--- src/rtl/dlx_fetch_unit.sv ---
`default_nettype none
// ============================================================================
//  Module   : dlx_fetch_unit
//  Brief    : DLX instruction fetch. Owns the PC, issues in-order word fetches,
//             buffers returned words with their PCs toward decode, and handles
//             redirects by squashing wrong-path slots and in-flight responses.
//  Revision : 1.0
// ============================================================================
module dlx_fetch_unit #(
    parameter logic [31:0] RESET_PC  = 32'h0000_0000,
    parameter int          BUF_DEPTH = 2
) (
    input  logic        clk,
    input  logic        reset,
    output logic        imem_req,
    output logic [31:0] imem_addr,
    input  logic        imem_gnt,
    input  logic        imem_rvalid,
    input  logic [31:0] imem_rdata,
    output logic        inst_valid,
    output logic [31:0] inst,
    output logic [31:0] inst_pc,
    input  logic        inst_ready,
    input  logic        redirect,
    input  logic [31:0] redirect_pc
);

    localparam int              c_CW    = $clog2(BUF_DEPTH + 1);
    localparam int              c_PW    = (BUF_DEPTH > 1) ? $clog2(BUF_DEPTH) : 1;
    localparam logic [c_CW-1:0] c_DEPTH = c_CW'(BUF_DEPTH);
    localparam logic [c_PW-1:0] c_LAST  = c_PW'(BUF_DEPTH - 1);

    logic [31:0]          r_fetch_pc;
    logic [31:0]          r_slot_pc   [BUF_DEPTH];
    logic [31:0]          r_slot_data [BUF_DEPTH];
    logic [BUF_DEPTH-1:0] r_slot_filled;
    logic [c_PW-1:0]      r_alloc_ptr;
    logic [c_PW-1:0]      r_fill_ptr;
    logic [c_PW-1:0]      r_head_ptr;
    logic [c_CW-1:0]      r_used;
    logic [c_CW-1:0]      r_pend;
    logic [c_CW-1:0]      r_drop_cnt;

    logic                 w_grant;
    logic                 w_fill;
    logic                 w_drop_rsp;
    logic                 w_pop;
    logic [c_CW-1:0]      w_redir_drop;
    logic                 w_unused;

    function automatic logic [c_PW-1:0] f_inc(input logic [c_PW-1:0] p);
        return (p == c_LAST) ? '0 : p + 1'b1;
    endfunction

    // Slots still awaiting data plus responses already marked for discard
    // never exceed BUF_DEPTH, so the sums below fit in c_CW bits.
    assign imem_req   = !reset && !redirect && ((r_used + r_drop_cnt) < c_DEPTH);
    assign imem_addr  = r_fetch_pc;
    assign w_grant    = imem_req && imem_gnt;
    assign w_drop_rsp = imem_rvalid && (r_drop_cnt != '0);
    assign w_fill     = imem_rvalid && (r_drop_cnt == '0) && (r_pend != '0);

    assign inst_valid = r_slot_filled[r_head_ptr];
    assign inst       = r_slot_data[r_head_ptr];
    assign inst_pc    = r_slot_pc[r_head_ptr];
    assign w_pop      = inst_valid && inst_ready;

    // Any response arriving in the redirect cycle is wrong-path: it consumes
    // one of the outstanding fetches instead of adding to the discard count.
    assign w_redir_drop = r_drop_cnt + r_pend
                        - c_CW'(imem_rvalid && ((r_drop_cnt != '0) || (r_pend != '0)));

    assign w_unused = ^redirect_pc[1:0];

    always_ff @(posedge clk) begin
        if (reset) begin
            r_fetch_pc    <= RESET_PC;
            r_alloc_ptr   <= '0;
            r_fill_ptr    <= '0;
            r_head_ptr    <= '0;
            r_used        <= '0;
            r_pend        <= '0;
            r_drop_cnt    <= '0;
            r_slot_filled <= '0;
            for (int i = 0; i < BUF_DEPTH; i++) begin
                r_slot_pc[i]   <= '0;
                r_slot_data[i] <= '0;
            end
        end else if (redirect) begin
            r_fetch_pc    <= {redirect_pc[31:2], 2'b00};
            r_alloc_ptr   <= '0;
            r_fill_ptr    <= '0;
            r_head_ptr    <= '0;
            r_used        <= '0;
            r_pend        <= '0;
            r_drop_cnt    <= w_redir_drop;
            r_slot_filled <= '0;
        end else begin
            if (w_grant) begin
                r_slot_pc[r_alloc_ptr] <= r_fetch_pc;
                r_alloc_ptr            <= f_inc(r_alloc_ptr);
                r_fetch_pc             <= r_fetch_pc + 32'd4;
            end
            if (w_fill) begin
                r_slot_data[r_fill_ptr]   <= imem_rdata;
                r_slot_filled[r_fill_ptr] <= 1'b1;
                r_fill_ptr                <= f_inc(r_fill_ptr);
            end
            if (w_pop) begin
                r_slot_filled[r_head_ptr] <= 1'b0;
                r_head_ptr                <= f_inc(r_head_ptr);
            end
            if (w_drop_rsp) begin
                r_drop_cnt <= r_drop_cnt - 1'b1;
            end
            r_used <= r_used + c_CW'(w_grant) - c_CW'(w_pop);
            r_pend <= r_pend + c_CW'(w_grant) - c_CW'(w_fill);
        end
    end

    // A response with nothing outstanding is a memory protocol violation.
    a_no_orphan_rsp : assert property (@(posedge clk) disable iff (reset)
        imem_rvalid |-> ((r_drop_cnt != '0) || (r_pend != '0)));

endmodule
`default_nettype wire

--- config.mk ---
export PLATFORM = sky130hd
export DESIGN_NAME = dlx_fetch_unit
export DESIGN_NICKNAME = d
export VERILOG_FILES = /design/src/rtl/dlx_fetch_unit.sv
export SDC_FILE = /design/constraint.sdc
export NUM_CORES = 1
export LEC_CHECK = 0
export BUFFER_PORTS_ARGS = -buffer_cell sky130_fd_sc_hd__buf_2
export CORE_ASPECT_RATIO = 1.2
export CORE_MARGIN = 5
export CORE_UTILIZATION = 55
export CTS_CLUSTER_DIAMETER = 40
export DETAILED_ROUTE_END_ITERATION = 10
export GPL_TIMING_DRIVEN = 0
export PLACE_DENSITY = 0.84
export SLEW_MARGIN = 5
export SYNTH_ARGS = -nofsm -noshare
export SYNTH_HDL_FRONTEND = slang
export SYNTH_SLANG_ARGS = --single-unit
--- constraint.sdc ---
create_clock -name clk -period 3.1 [get_ports clk]
set_clock_uncertainty 0.2 [all_clocks]
set_input_delay 0.31 -clock clk [delete_from_list [all_inputs] [get_ports clk]]
set_output_delay 0.31 -clock clk [all_outputs]
set_load 0.01 [all_outputs]
# After elaboration in Yosys (flattened, before gate mapping)
# Memories as Yosys holds them, arrays and structs flattened. A register that Yosys moved wholly into a read port is not among the register bits.
# Index checks and enable logic that the tools add are counted.
[word_totals]
ff_bits = 43
in_bits = 70
ram_bits = 128
mem_count = 2
wordCells = 89
rom_bits = 0
latchBits = 0
[memory_table]
columns = ["name", "depth", "word_bits", "read_ports", "rd_ports_with_merged_regs", "write_ports", "line_no", "text"]
rows = [
  ["r_slot_data", 2, 32, 1, 1, 2, "35", "logic [31:0] r_slot_data [BUF_DEPTH];"],
  ["r_slot_pc", 2, 32, 1, 1, 2, "34", "logic [31:0] r_slot_pc [BUF_DEPTH];"],
]
[classes]
n_mux = 37
n_addsub = 12
shift = 0
n_lt_le_gt_ge = 5
n_reduce_logical = 21
eq_ne = 0
bitwise = 3
multipliers = 0
div_mod_pow = 0
[ops]
columns = ["cell", "n"]
rows = [
  ["32-bit two-way mux", 4],
  ["32-bit OR reduction", 2],
  ["32-bit by 3-bit adder with 32-bit output (second input constant)", 1],
  ["1-bit two-way mux", 25],
  ["2-bit two-way mux", 6],
  ["1-bit logical AND", 10],
  ["2-bit nonzero test", 4],
  ["2-bit by 1-bit subtractor with 2-bit output", 3],
  ["2-bit by 1-bit adder with 2-bit output", 2],
  ["2-bit adder", 2],
  ["1-bit by 2-bit < comparator with 1-bit output (second input constant)", 2],
  ["1-bit adder (second input constant)", 3],
  ["2-bit bitwise AND", 1],
  ["1-bit demux with 1-bit select", 2],
  ["1-bit greater-or-equal comparator (second input constant)", 2],
  ["1-bit logical NOT", 2],
  ["2-bit logical NOT", 1],
  ["2-bit < comparator (second input constant)", 1],
  ["2-bit NOT", 1],
  ["2-bit OR", 1],
  ["2-bit OR reduction", 1],
  ["2-bit by 1-bit subtractor with 2-bit output (second input constant)", 1],
  ["1-bit logical OR", 1],
]

# Depth between registers and ports, before layout
[logic_depth]
depth_word = 10
mapped_depth = 10
depth_no_buf = 10

# Worst setup path after synthesis
# OpenSTA, ideal clock, no wires.
[synth_path]
kind = "reg-to-reg"
startpoint = "register r_fetch_pc[4], in the netlist imem_addr[4]"
endpoint = "register r_fetch_pc[28], in the netlist imem_addr[28]"
required_ns = 2.809
setup_ns = 0.091
period_less_slack_ns = 2.448
n_path_buf = 1
setup_slack_ns = 0.652
arrival_ns = 2.158
path_stages_with_launch = 7
path_cell_list = "dfxtp_1 > nand3_2 > or3_4 > or4_1 > buf_2 > or3_1 > a311oi_1"
[synth_via]
elab_chain_len = 3
[synth_lines]
columns = ["item", "line_no", "text"]
rows = [
  ["start, declared", "33", "logic [31:0] r_fetch_pc;"],
  ["start signal, assigned", "90", "r_fetch_pc <= {redirect_pc[31:2], 2'b00};"],
  ["start signal, assigned", "102", "r_fetch_pc <= r_fetch_pc + 32'd4;"],
  ["32-bit by 3-bit adder with 32-bit output", "102", ""],
  ["32-bit two-way mux", "99", "if (w_grant) begin"],
  ["32-bit two-way mux", "89", "end else if (redirect) begin"],
]
# Every way passes these cells. The select of a mux whose other input is x is not followed.
# A chain may end at the register's enable or synchronous reset.

==> results.sh <==
export IMPL_worstPathMaxFanout=30
export IMPL_final_layout_size_suffix_gt1_share_pct=30.4
export IMPL_internal_power_mw=3.88
export IMPL_global_route_usage_total_pct=23.5
export IMPL_wire_length_of_the_first_global_routing_pass_um=31300
export IMPL_count_of_nets_after_finishing=944
export IMPL_fin_crit_sh_pct=90.6
export IMPL_yosys_warnings=0
export IMPL_viasPerCell=5.47
export IMPL_route_vias_total=5747
export IMPL_critPathCapture="r_slot_pc[0][9]"
export IMPL_syn_cell_area_um2=7670
export IMPL_drt_initial_drc_count=497
export IMPL_reg2reg_depth=5
export IMPL_min_path_type="in -> reg"
export IMPL_outcome="finished clean"
export IMPL_dp_worst_setup_slack_ns=-0.0234
export IMPL_cts_sinks=166
export IMPL_placedInstanceArea_um2=8700
export IMPL_whs_ns=0.0119
export IMPL_power_static_leakage_nw=4.03
export IMPL_post_synth_top_count_cell="sky130_fd_sc_hd__and2_1"
export IMPL_grt_overflow_total=0
export IMPL_core_area_um2=13800
export IMPL_clock_fmax_mhz=356
export IMPL_cell_area_after_layout_um2=9860
export IMPL_grt_start_max_net_pins=33
export IMPL_critical_path_arrival_ns=2.66
export IMPL_syn2layout_area_growth_pct=28.5
export IMPL_timing_max_transition_violations_final=0
export IMPL_endpoints_failing_hold=0
export IMPL_power_density_nw_per_um2=525
export IMPL_die_height_um=139
export IMPL_pre_antenna_drt_iters=5
export IMPL_syn_mean_instance_area_um2=12.3
export IMPL_avg_wl_per_cell_um=18.0
export IMPL_portion_of_synthesized_cell_area_occupied_by_the_leading_cell_type_pct=48.5
export IMPL_synth_commonest_cells="127 x sky130_fd_sc_hd__and2_1, 124 x sky130_fd_sc_hd__edfxtp_1, 64 x sky130_fd_sc_hd__mux2_2, 42 x sky130_fd_sc_hd__dfxtp_1, 42 x sky130_fd_sc_hd__nor2_1"
export IMPL_setup_total_negative_slack_ns=0
export IMPL_cap_viol_max_count=0
export IMPL_number_of_flops_mapped_to_enable_cells_by_yosys=124
export IMPL_power_frac_seq_pct=49.8
export IMPL_die_area_um2=16400
export IMPL_place_inst=959
export IMPL_rows=47
export IMPL_critical_register_to_register_path_endpoint="r_slot_pc[0][9]"
export IMPL_tritoncts_num_buffers=17
export IMPL_ant_nets=0
export IMPL_p_comb_share_pct=11.0
export IMPL_ys_top_cells_by_area="sky130_fd_sc_hd__edfxtp_1 49%, sky130_fd_sc_hd__dfxtp_1 11%, sky130_fd_sc_hd__and2_1 10%"
export IMPL_total_power_mw=5.17
export IMPL_setup_violations_final=0
export IMPL_synthCells=625
export IMPL_port_buffers=160
export IMPL_initial_utilization_pct=55.7
export IMPL_post_synth_num_cell_types=42
export IMPL_layoutNonFillerInstCount=1050
export IMPL_wl_um=18900
export IMPL_clk_pin_slew_ns=0.06
export IMPL_fill_cells=942
export IMPL_netSwitchingFraction_pct=24.9
export IMPL_vdd_drop_max_mv=0.340
export IMPL_setup_reg_to_reg_worst_slack_ns=0.29
export IMPL_slew_headroom_pct=45.7
export IMPL_remaining_drc_errors=0
export IMPL_layout_core_utilization_pct=71.6
export IMPL_synth_main_ff_cell="sky130_fd_sc_hd__edfxtp_1"
export IMPL_clock_insertion_delay_worst_skew_ns=0.41
export IMPL_cts_root_buffer_cell="sky130_fd_sc_hd__clkbuf_16"
export IMPL_critical_path_startpoint_type="register"
export IMPL_clock_path_buffers=2
export IMPL_boundaryPins=168
export IMPL_antenna_found_initial=0
export IMPL_ys_ff_latch=166
export IMPL_gpl_wtd_cong=0.866
export IMPL_timing_setup_critical_path_class="reg -> reg"
export IMPL_worstHoldPathCells=2
export IMPL_antennaDiodeCount=0
export IMPL_hpwl_um=13000
export IMPL_critical_path_required_ns=2.95
export IMPL_postSynth_asyncResetShare_pct=0
export IMPL_final_setup_margin_ns=0.292
export IMPL_ctsHtreeMaxLevel=4
export IMPL_period_needed_ns=2.81
export IMPL_switching_power_mw=1.29
export IMPL_rsz0062_at_grt="false"
export IMPL_synth_area_leader_cell="sky130_fd_sc_hd__edfxtp_1"
export IMPL_clock_tree_from_tritoncts="done"
export IMPL_setup_worst_path_end_class="register"
export IMPL_synth_yosys_seq_area_share_pct=59.5
export IMPL_worstMarginPinSlew_ns=0.814
export IMPL_worst_setup_sp="r_drop_cnt[1]"
export IMPL_grt_pass1_vias=5976
export IMPL_power_share_clock_pct=39.3
export IMPL_die_width_um=118
export IMPL_r2r_start="r_drop_cnt[1]"
==> sequential cells by signal (all words and copies together), names as in the netlist, named ones only <==
signal,count
r_used,2
r_slot_pc,60
r_fill_ptr,1
r_alloc_ptr,1
imem_addr,30
r_drop_cnt,2
r_slot_data,64
r_pend,2
r_slot_filled,2
r_head_ptr,1
==> worst min-delay path by stage <==
stage / from / endpoint / slack [ns]
after CTS: imem_rdata[24] / r_slot_data[0][24] / 0.00006
after global routing: imem_rdata[24] / r_slot_data[0][24] / 0.008
final: imem_rdata[24] / r_slot_data[0][24] / 0.01
after floorplan: redirect_pc[22] / imem_addr[22] / 0.22
after detailed placement: r_head_ptr / r_slot_filled[1] / 0.29
after global placement: r_head_ptr / r_slot_filled[1] / 0.27
==> cells by family (layout without fill, tap and decap cells) <==
kind of cell / after synthesis / in the layout / share of synthesized area (%)
and+or+nand+nor: 250 / 250 / 18.4
xor gates and xnor gates: 36 / 36 / 4.21
adders and majority gates: 8 / 8 / 1.31
muxes: 66 / 66 / 9.66
AOI/OAI and AO/OA: 46 / 46 / 4.13
buffers and inverters: 52 / 303 / 2.76
DFF: 166 / 166 / 59.5
other: 1 / 4 / 0.0489
==> cell type report <==
cell class / instances / area (um2) / area share, %
buffer: 41 / 170 / 1.73
clock buffer: 18 / 429 / 4.35
clock inverter: 14 / 141 / 1.43
inverter: 11 / 41.3 / 0.419
multi-input combinational: 410 / 2910 / 29.5
sequential: 166 / 4560 / 46.3
tap: 171 / 214 / 2.17
timing repair buffer: 219 / 1390 / 14.1
==> power groups by stage <==
| stage | Combinational (mW) | Sequential (mW) | Clock, mW |
|---|---|---|---|
| 6_report | 0.567 | 2.57 | 2.03 |
| 5_1_grt | 0.622 | 2.59 | 2.15 |
| 4_1_cts | 0.563 | 2.57 | 2.06 |
| 3_5_place_dp | 0.499 | 2.62 | 0 |
| 3_3_place_gp | 0.478 | 2.61 | 0 |
| 2_1_floorplan | 0.290 | 2.61 | 0 |
==> layer usage <==
| layer | routed length (um) | track usage (%) | up-vias |
|---|---|---|---|
| met4 | 287 | 6.64 | 0 |
| li1 | - | - | 2697 |
| met1 | 7540 | 29.6 | 2759 |
| met2 | 9780 | 40.6 | 265 |
| met3 | 1260 | 5.28 | 26 |
| met5 | 0 | 0 | - |
==> critical path, stage by stage, from the launching register on <==
cell and delay (ns):
sky130_fd_sc_hd__dfxtp_1 0.37, sky130_fd_sc_hd__xnor2_2 0.27, sky130_fd_sc_hd__mux2_2 0.27, sky130_fd_sc_hd__nand2_1 0.30, sky130_fd_sc_hd__nor2_1 0.52, sky130_fd_sc_hd__or2_4 0.52
==> cell usage in the layout (no fill, tap or decap), drive strengths merged, types with 2 or more instances in the layout <==
cell and instances:
dlygate4sd3 59, mux2i 2, nand4 13, and4 3, inv 17, ha 8, clkinvlp 2, and3 6
dfxtp 42, edfxtp 124, nor2 42, xor2 15, or2 5, conb 4, a21oi 7, a31oi 2
o21ai 6, nor4 9, and2 127, a21boi 2, nor3 9, mux2 64, or4 2, xnor2 21
clkinv 5, a211oi 19, nand2 20, nand3 8, clkbuf 53, buf 166, or3 4, a311oi 5
==> timing repair <==
action | in CTS | in global routing
gates resized for setup | 0 | 1
hold buffers | 59 | 0
hold endpoints to repair | 84 | 0
buffers inserted | 0 | 0
setup endpoints to repair | 0 | 30
Note: power is estimated with default switching activity, not from simulation.
